**src/rtl/rr_arb4_sched_pkg.sv**
```systemverilog
// rr_arb4_pkg: shared types, constants and helpers for the 4-way round-robin scheduler.
package rr_arb4_pkg;
  localparam int NREQ = 4;
  typedef enum logic [1:0] {IDLE = 2'd0, OWN = 2'd1, GAP = 2'd2} state_e;
  function automatic logic [1:0] onehot2idx(input logic [NREQ-1:0] oh);
    return {oh[3] | oh[2], oh[3] | oh[1]};
  endfunction
endpackage

```
**src/rtl/rr_arb4_sched_if.sv**
```systemverilog
// rr_arb4_sched_if: request/grant bundle between requesters and the scheduler.
interface rr_arb4_sched_if;
  import rr_arb4_pkg::*;
  logic [NREQ-1:0] REQ;
  logic [NREQ-1:0] GNT;
  logic [1:0]      GNT_ID;
  logic            BUSY;
  logic            PREEMPT;
  modport master (output REQ, input GNT, GNT_ID, BUSY, PREEMPT);
  modport slave  (input REQ, output GNT, GNT_ID, BUSY, PREEMPT);
endinterface

```
**src/rtl/rr_pick4.sv**
```systemverilog
// rr_pick4: first set request at or above ptr_i, wrapping modulo 4.
module rr_pick4 (
  input  logic [3:0] req_i,
  input  logic [1:0] ptr_i,
  output logic [1:0] win_id_o,
  output logic       any_o
);
  logic [1:0] p1, p2, p3;
  assign p1 = ptr_i + 2'd1;
  assign p2 = ptr_i + 2'd2;
  assign p3 = ptr_i + 2'd3;
  assign any_o = |req_i;
  assign win_id_o = req_i[ptr_i] ? ptr_i : req_i[p1] ? p1 : req_i[p2] ? p2 : p3;
endmodule

```
**src/rtl/rr_arb4_sched.sv**
```systemverilog
// rr_arb4_sched: round-robin owner selection for a shared AND-reduction slice,
// with bounded tenure and a one-cycle turnaround between successive owners.
module rr_arb4_sched
  import rr_arb4_pkg::*;
#(
  parameter int HOLD_MAX = 8,
  parameter int CW       = 8
) (
  input logic CLK,
  input logic RST,
  rr_arb4_sched_if.slave bus
);
  state_e          state_q;
  logic [1:0]      ptr_q;
  logic [CW-1:0]   cnt_q;
  logic [NREQ-1:0] gnt_q;
  logic [1:0]      gnt_id_q;
  logic            busy_q;
  logic            preempt_q;
  logic [1:0]      win_id;
  logic [1:0]      own_id;
  logic            any;
  logic            expire;
  logic            others;
  logic            keep;
  rr_pick4 u_pick (
    .req_i   (bus.REQ),
    .ptr_i   (ptr_q),
    .win_id_o(win_id),
    .any_o   (any)
  );
  assign own_id = onehot2idx(gnt_q);
  assign others = |(bus.REQ & ~gnt_q);
  assign expire = cnt_q == CW'(HOLD_MAX - 1);
  assign keep   = bus.REQ[own_id];
  // A release (owner drops REQ) takes precedence over expiry, so PREEMPT only flags forced hand-offs.
  always_ff @(posedge CLK) begin
    if (RST) begin
      state_q   <= IDLE;
      ptr_q     <= '0;
      cnt_q     <= '0;
      gnt_q     <= '0;
      gnt_id_q  <= '0;
      busy_q    <= 1'b0;
      preempt_q <= 1'b0;
    end else begin
      preempt_q <= 1'b0;
      case (state_q)
        OWN: begin
          if (!keep || (expire && others)) begin
            state_q   <= GAP;
            gnt_q     <= '0;
            gnt_id_q  <= '0;
            busy_q    <= 1'b0;
            preempt_q <= keep;
            ptr_q     <= own_id + 2'd1;
            cnt_q     <= '0;
          end else begin
            cnt_q <= expire ? '0 : cnt_q + CW'(1);
          end
        end
        default: begin
          state_q <= any ? OWN : IDLE;
          gnt_q    <= any ? NREQ'(1) << win_id : '0;
          gnt_id_q <= any ? win_id : 2'd0;
          busy_q   <= any;
          cnt_q    <= '0;
        end
      endcase
    end
  end
  assign bus.GNT     = gnt_q;
  assign bus.GNT_ID  = gnt_id_q;
  assign bus.BUSY    = busy_q;
  assign bus.PREEMPT = preempt_q;
endmodule
```
**src/flat_wrapper.sv**
```systemverilog
// flat-port wrapper written by rule: the top's interface ports become plain ports
module rr_arb4_sched_flat import rr_arb4_pkg::*;
#(
  parameter int HOLD_MAX = 8,
  parameter int CW       = 8
)
  (CLK, RST, bus_REQ, bus_GNT, bus_GNT_ID, bus_BUSY, bus_PREEMPT);
  rr_arb4_sched_if bus_i ();
  input logic CLK;
  input logic RST;
  input wire logic [$bits(bus_i.REQ)-1:0] bus_REQ;
  output wire logic [$bits(bus_i.GNT)-1:0] bus_GNT;
  output wire logic [$bits(bus_i.GNT_ID)-1:0] bus_GNT_ID;
  output wire logic [$bits(bus_i.BUSY)-1:0] bus_BUSY;
  output wire logic [$bits(bus_i.PREEMPT)-1:0] bus_PREEMPT;
  assign bus_i.REQ = bus_REQ;
  assign bus_GNT = bus_i.GNT;
  assign bus_GNT_ID = bus_i.GNT_ID;
  assign bus_BUSY = bus_i.BUSY;
  assign bus_PREEMPT = bus_i.PREEMPT;
  rr_arb4_sched #(.HOLD_MAX(HOLD_MAX), .CW(CW)) u_core (.CLK(CLK), .RST(RST), .bus(bus_i));
endmodule
```
**config.mk**
```make
export PLATFORM = sky130hd
export DESIGN_NAME = rr_arb4_sched_flat
export DESIGN_NICKNAME = d
export VERILOG_FILES = /design/src/rtl/rr_arb4_sched_pkg.sv /design/src/rtl/rr_arb4_sched_if.sv /design/src/rtl/rr_pick4.sv /design/src/rtl/rr_arb4_sched.sv /design/src/flat_wrapper.sv
export SDC_FILE = /design/constraint.sdc
export NUM_CORES = 1
export LEC_CHECK = 0
export ABC_AREA = 1
export BUFFER_PORTS_ARGS = -buffer_cell sky130_fd_sc_hd__buf_4
export CORE_MARGIN = 8
export CORE_UTILIZATION = 31
export DETAILED_ROUTE_END_ITERATION = 12
export SLEW_MARGIN = 20
export SYNTH_ARGS = -nofsm -noshare
export SYNTH_HDL_FRONTEND = slang
export SYNTH_HIERARCHICAL = 1
export SYNTH_SLANG_ARGS = --single-unit
```
**constraint.sdc**
```tcl
create_clock -name CLK -period 1.42 [get_ports CLK]
set_input_delay 0.071 -clock CLK [delete_from_list [all_inputs] [get_ports CLK]]
set_output_delay 0.071 -clock CLK [all_outputs]
set_load 0.03 [all_outputs]
```
## After elaboration in Yosys (flattened, before gate mapping)

Index checks and enable logic that the tools add are counted.

| storage, ports and cells | value |
|---|---|
| input bits | 6 |
| register bits | 20 |
| word-level logic and storage cells | 56 |

| cells by class | value |
|---|---|
| bitwise operators | 6 |
| shift operators | 1 |
| $lt $le $gt $ge | 4 |
| equal/unequal tests | 3 |
| $add $sub $neg | 5 |
| mux-type cells | 22 |
| reduce and logical (&&, ||, !) cells | 8 |

Operators with widths:

| cell | number |
|---|---|
| $mux 2 | 8 |
| $lt 2x3->1 const B | 4 |
| $mux 4 | 3 |
| $reduce_or 4->1 | 3 |
| $add 8x1->8 const B | 1 |
| $bmux 1 s2 | 4 |
| $eq 8x3->1 const B | 1 |
| $mux 1 | 7 |
| $add 2x1->2 const B | 2 |
| $add 2x2->2 const B | 2 |
| $and 4x4->4 | 1 |
| $not 4->4 | 1 |
| $shl 1x2->4 const A | 1 |
| $reduce_or 3->1 | 1 |
| $eq 2x1->1 const B | 1 |
| $ne 2x1->1 const B | 1 |
| $not 1->1 | 2 |
| $or 1x1->1 | 2 |
| $reduce_and 2->1 | 1 |
| $logic_and 1x1->1 | 1 |
| $logic_not 1->1 | 1 |
| $logic_or 1x1->1 | 1 |

## Depth between registers and ports, before layout

| logic depth | value |
|---|---|
| depth after elaboration | 9 |
| gate-level depth with buffers | 13 |
| mapped depth without buffers | 12 |

## Hierarchy

The synthesis kept the hierarchy.

By module, submodules not included:

| module | cells each | area an instance (sq um) | instances |
|---|---|---|---|
| rr_arb4_sched | 127 | 954.7 | 1 |
| rr_pick4 | 39 | 186.4 | 1 |

## Worst setup path before layout

OpenSTA, ideal clock, no wires.

| timing | value |
|---|---|
| path kind | register -> register |
| from | register u_core.gnt_q[3] (netlist: u_core/bus.GNT[3]) |
| to | register u_core.cnt_q[4] |
| required time | 1,358 ps |
| path buffers | 1 |
| stages on the path, launching flop included | 8 |
| setup time | 62 ps |
| path slack | -56 ps |
| data arrival time | 1,414 ps |
| cells stage by stage | dfxtp_1 -> nor2_1 -> nand3b_4 -> nand2_4 -> nand3_4 -> or2_1 -> buf_6 -> nor2_2 |

| on the way | value |
|---|---|
| cells in the longest elaborated chain, start to end | 6 |
| elaborated cells between the ends (all ways) | 11 |
| those cells by class | mux (2); bitwise (4); reduce/logical (5) |

RTL lines:

| what | RTL line | source |
|---|---|---|
| from (decl) | rr_arb4_sched.sv:16 | `logic [NREQ-1:0] gnt_q;` |
| from (signal assigned) | rr_arb4_sched.sv:64 | `gnt_q <= any ? NREQ'(1) << win_id : '0;` |
| $or 1x1->1 or $not 4->4 (tied branches) | rr_arb4_sched_pkg.sv:6, rr_arb4_sched.sv:33 |  |
| $bmux 1 s2 or $and 4x4->4 (tied branches) | rr_arb4_sched.sv:35, rr_arb4_sched.sv:33 |  |
| $mux 1 (implied by the code) or $reduce_or 4->1 (tied branches) | rr_arb4_sched.sv:35, rr_arb4_sched.sv:33 |  |
| $logic_not 1->1 or $logic_and 1x1->1 (tied branches) | rr_arb4_sched.sv:50 | `if (!keep \|\| (expire && others)) begin` |
| $logic_or 1x1->1 * | rr_arb4_sched.sv:50 |  |
| $reduce_or 4->1 (no line) * | n/a |  |
| to (signal assigned) | rr_arb4_sched.sv:59 | `cnt_q <= expire ? '0 : cnt_q + CW'(1);` |
| to (decl) | rr_arb4_sched.sv:15 | `logic [CW-1:0] cnt_q;` |

Every way passes the cells marked *; elsewhere a longest branch is shown, timed or not. The select of a mux whose other input is x is not followed.
A chain may end at the register's enable or synchronous reset.

## Final worst setup path

| timing | value |
|---|---|
| from | register u_core.ptr_q[0] |
| to | register u_core.gnt_q[3] (netlist: u_core/bus.GNT[3]) |

| on the way | value |
|---|---|
| cells in the longest elaborated chain, start to end | 9 |
| elaborated cells between the ends (all ways) | 15 |
| those cells by class | add/sub (3); shift (1); mux (11) |

RTL lines:

| what | RTL line | source |
|---|---|---|
| from (decl) | rr_arb4_sched.sv:14 | `logic [1:0] ptr_q;` |
| from (signal assigned) | rr_arb4_sched.sv:56 | `ptr_q <= own_id + 2'd1;` |
| $add 2x2->2 | rr_pick4.sv:10 | `assign p2 = ptr_i + 2'd2;` |
| $bmux 1 s2 | rr_pick4.sv:13 | `assign win_id_o = req_i[ptr_i] ? ptr_i : req_i[p1] ? p1 : req_i[p2] ? p2 : p3;` |
| $mux 1 (implied by the code) | rr_pick4.sv:13 |  |
| $mux 2 (2 in a row) | rr_pick4.sv:13 |  |
| $mux 2 * | rr_pick4.sv:13 |  |
| named net u_core.win_id[0] | rr_arb4_sched.sv:20 | `logic [1:0] win_id;` |
| $shl 1x2->4 * | rr_arb4_sched.sv:64 |  |
| $mux 4 * | rr_arb4_sched.sv:64 |  |
| $mux 4 * | rr_arb4_sched.sv:48 | `case (state_q)` |

Mark *: on every way through the listed nets, which the timed path passes. The rest lies on a longest branch. The select of a mux whose other input is x is not followed.

==> results.txt <==
Once detailed placement completed, the half-perimeter wirelength came to 1940 um. The floorplan step set the die width to roughly 77 um. The reg2reg setup slack came out at -0.07 ns. The number of antenna-violating nets in the routed design came out at 0.

The synthesized design contains 19 register bits. The final count of negative-setup-slack endpoints is 3. The first TritonRoute pass finished after 4 iterations. The number of levels in the clock H-tree is 1.

Of all nets on the critical path, the largest fanout is 5. The data required time of the worst path is 1.60 ns. The number of cell rows is 22. The startpoint identified for the worst hold timing path is RST. The tree is rooted in a sky130_fd_sc_hd__clkbuf_8. The routed length per placed instance came out at approximately 11 um. The number of I/O pins came out at 14. The global-route usage over all layers came out at 0.0958.

The maximum clock rate is 669 MHz. The cell area reported after detailed placement came out at 1380 um^2. The worst hold path cell count came out at 2. Clock tree synthesis inserted a total of 3 buffers.

The maximum vdd ir drop came out at 0.735 mV. The number of cells on the worst reg-to-reg path is 12. The total clock sinks came out at 19.

The worst hold slack is around 0.045 ns. The relative slew slack is 0.841. The final critical path time including I/O delays and setup came out at 1.49 ns.

The number of synthesis warnings came out at 6. The number of nets in the finished design came out at around 200. The flow ran to the end, but the final reports show violations. The initial antenna violation count is 0. The worst setup path is captured at a flop. The post-synthesis simple-gate area fraction came out at 0.436. The buffer depth of the longest clock path came out at 2.

The aggregate global routing overflow is 0. The number of buffers inserted by port buffering came out at 13. The summed instance area of the synthesized netlist came out at approximately 1100 um^2. The number of DRC markers in iteration 0 is 32. The number of max-capacitance violations reported came out at 0. Setup repair after global routing could not meet its margin everywhere. The path class of the lowest-slack min-delay path is in -> reg. The least setup slack across all paths after layout is -0.0740 ns. The endpoint identified for the worst register-to-register timing path is u_core/bus.GNT[3].

The core outline area came out at 3610 um^2. By area, the combinational part of the netlist is dominated by simple AND/OR/NAND/NOR gates. Entering global routing, the biggest net connects 11 pins.

The hold-fix buffer count after cts came out at 0. From bottom edge to top edge, the die measures 76.7 um. The fraction of the mapped netlist area in compound gates is 0.0526. The worst-case setup slack after placement came out at -0.0889 ns. TritonCTS built the clock tree. Synthesis handed over a netlist of 166 instances. The max-slew violation total from the final report came out at 0.

The checks that failed: negative setup slack. The arrival time of the worst setup path came out at 1.67 ns. The initial core utilization came out at 0.316.

STA classifies the critical path startpoint as a flop. Of the available clock period, the critical path in the final layout requires 1.05. The proportion of layout cells with a drive suffix above 1 is 0.456. The clock edge transition at the registers on the reported setup and hold paths came out at roughly 0.07 ns. The via count of the first global-routing pass came to between 1000 and 1500. The worst hold path terminates at u_core/bus.GNT[1]. The sequential cell area fraction in the yosys report came out at 0.333. The die covers 5880 um^2.

After routing the design area is 1590 um^2. The post-synthesis mux area share is 0. The total vias in the final route came out at 1112. The post-synthesis net count came out at 173. The power density over the cells came out at 1590 nW/um^2. The ratio of routed vias to standard cells is between 4 and 5. The number of different library cells in the post-synthesis netlist came out at 25.

The area added between synthesis and finish came out at 39.6%. The transition time of the tightest slew-check pin came out at 0.238 ns. A synthesized cell averages 6.87 um^2. The adder-cell area share of the yosys netlist is 0.0110. The residual DRC count is 0.

The number of antenna diodes in the final layout is 0. The leakage power of the design is roughly 0.72 nW. In this run the critical register-to-register path is launched from u_core/ptr_q[0]. The final layout contains routed wiring with a total length of 2790 um. The fraction of synthesized cell area in xor and xnor cells is 0.0461. The placer congestion estimate is 0.820. The first global-routing pass estimated about 4700 um of wire. The type of the setup path with the least slack is reg -> reg. The final worst clock skew came out at about 0.0033 ns. The filler cells instantiated in the layout total 390. The final-report hold violation count is 0.

The clock latency on the worst-skew pair is 0.25 ns.
[power by group]
part / switching (mW) / internal (mW) / total [mW] / leakage [nW]
Clock: 0.175 / 0.199 / 0.375 / 0.0228
Sequential: 0.0812 / 0.626 / 0.707 / 0.157
Combinational: 0.830 / 0.623 / 1.45 / 0.538
[cell usage in the layout (no fill, tap or decap)]
cell / n
sky130_fd_sc_hd__xnor2_1: 2
sky130_fd_sc_hd__nand3_1: 10
sky130_fd_sc_hd__inv_6: 1
sky130_fd_sc_hd__nand3b_4: 1
sky130_fd_sc_hd__nor3_2: 1
sky130_fd_sc_hd__inv_1: 23
sky130_fd_sc_hd__nand4_1: 9
sky130_fd_sc_hd__inv_2: 4
sky130_fd_sc_hd__dfxtp_4: 1
sky130_fd_sc_hd__xor2_1: 4
sky130_fd_sc_hd__buf_12: 1
sky130_fd_sc_hd__nor2_2: 9
sky130_fd_sc_hd__nand3_2: 4
sky130_fd_sc_hd__nand2_4: 4
sky130_fd_sc_hd__o21ai_2: 2
sky130_fd_sc_hd__buf_4: 27
sky130_fd_sc_hd__buf_16: 1
sky130_fd_sc_hd__nand2_1: 25
sky130_fd_sc_hd__nor2_4: 3
sky130_fd_sc_hd__or2_4: 1
sky130_fd_sc_hd__dfxtp_1: 14
sky130_fd_sc_hd__nand3_4: 2
sky130_fd_sc_hd__clkbuf_8: 3
sky130_fd_sc_hd__nand2_2: 16
sky130_fd_sc_hd__nor2_1: 11
sky130_fd_sc_hd__o21ai_0: 1
sky130_fd_sc_hd__ha_1: 1
sky130_fd_sc_hd__a21oi_1: 5
sky130_fd_sc_hd__clkbuf_1: 1
sky130_fd_sc_hd__a21oi_2: 4
sky130_fd_sc_hd__dfxtp_2: 4
[layout make-up]
| type | instances | area [um^2] | share of cell area |
|---|---|---|---|
| inverter | 28 | 110 | 0.0691 |
| sequential | 19 | 389 | 0.244 |
| timing repair buffer | 29 | 250 | 0.157 |
| clock buffer | 4 | 45.0 | 0.0283 |
| tap | 48 | 60.1 | 0.0377 |
| multi-input combinational | 115 | 738 | 0.463 |
[through the flow]
stage / total power [mW] / TNS (ns) / util / instances
floorplan: 1.49 / 0 / - / 166
global placement: 1.85 / -0.202 / 0.383 / 236
detailed placement: 1.85 / -0.258 / 0.383 / 236
CTS: 2.40 / -0.0126 / 0.418 / 242
global route: 2.73 / -0.663 / 0.442 / 243
finish: 2.53 / -0.103 / 0.442 / 243
[synth_stat cells]
cell	number	area, um^2
sky130_fd_sc_hd__nor2_4	2	22.5
sky130_fd_sc_hd__inv_4	1	6.26
sky130_fd_sc_hd__nor2_1	15	56.3
sky130_fd_sc_hd__nand2_2	6	37.5
sky130_fd_sc_hd__xor2_1	4	35.0
sky130_fd_sc_hd__buf_6	2	22.5
sky130_fd_sc_hd__nand3_2	2	20.0
sky130_fd_sc_hd__ha_1	1	12.5
sky130_fd_sc_hd__nand2_4	1	11.3
sky130_fd_sc_hd__dfxtp_1	19	380
sky130_fd_sc_hd__clkbuf_1	1	3.75
sky130_fd_sc_hd__nand3_1	13	65.1
sky130_fd_sc_hd__inv_2	2	7.51
sky130_fd_sc_hd__nand2_1	38	143
sky130_fd_sc_hd__nand4_1	9	56.3
sky130_fd_sc_hd__nand3b_4	1	20.0
sky130_fd_sc_hd__nor2_2	6	37.5
sky130_fd_sc_hd__a21oi_1	9	45.0
sky130_fd_sc_hd__o21ai_0	3	15.0
sky130_fd_sc_hd__buf_1	1	3.75
sky130_fd_sc_hd__or2_1	1	6.26
sky130_fd_sc_hd__inv_1	25	93.8
sky130_fd_sc_hd__xnor2_1	2	17.5
sky130_fd_sc_hd__nor3_1	1	5.00
sky130_fd_sc_hd__nand3_4	1	17.5
[flip-flops by register name, indices dropped and copies added (netlist names)]
| name | cells |
|---|---|
| u_core/bus.GNT | 4 |
| u_core/bus.GNT_ID | 2 |
| u_core/bus.PREEMPT | 1 |
| u_core/cnt_q | 8 |
| u_core/ptr_q | 2 |
| u_core/state_q | 2 |
[kinds of logic after synthesis]
logic type      Yosys count
simple gates             96
buf+inv                  32
flops                    19
compound gates           12
xor+xnor                  6
fa+ha+maj                 1
[repair_timing]
item / 4_1_cts / 5_1_grt
setup endpoints to repair: 4 / 17
resized for setup: 19 / 23
cloned: 1 / 0
pin swaps: 14 / 12
buffers inserted: 1 / 1
[critical path, cell delays in order (launching register included)]
cell and delay, ns:
sky130_fd_sc_hd__dfxtp_4 0.37, sky130_fd_sc_hd__buf_12 0.14, sky130_fd_sc_hd__nand2_1 0.10, sky130_fd_sc_hd__nand3_2 0.08, sky130_fd_sc_hd__nand2_2 0.07, sky130_fd_sc_hd__nand3_2 0.08
sky130_fd_sc_hd__nand2_1 0.06, sky130_fd_sc_hd__nand2_1 0.05, sky130_fd_sc_hd__nand2_2 0.07, sky130_fd_sc_hd__inv_2 0.05, sky130_fd_sc_hd__nor2_4 0.13, sky130_fd_sc_hd__nand2_2 0.08
sky130_fd_sc_hd__a21oi_2 0.14
[routing by layer]
metal / wire length (um) / global-route usage / vias up / share of wire
met2: 1320 / 0.161 / 18 / 0.47
met5: 0 / 0 / - / 0
met3: 60 / 0.0175 / 6 / 0.022
li1: - / - / 580 / -
met1: 1320 / 0.108 / 508 / 0.47
met4: 78 / 0.0654 / 0 / 0.028
[worst max-delay path by stage]
stage,start,end,slack (ns),cells past startpoint
2_1_floorplan,u_core/ptr_q[0],u_core/bus.GNT[1],0.07,13
3_3_place_gp,u_core/ptr_q[0],u_core/bus.GNT[1],-0.07,13
3_5_place_dp,u_core/ptr_q[0],u_core/bus.GNT[1],-0.09,11
4_1_cts,u_core/ptr_q[0],u_core/bus.GNT[3],-0.008,13
5_1_grt,u_core/ptr_q[0],u_core/bus.GNT[3],-0.18,12
6_report,u_core/ptr_q[0],u_core/bus.GNT[3],-0.07,12
(Power assumes the default switching activity.)
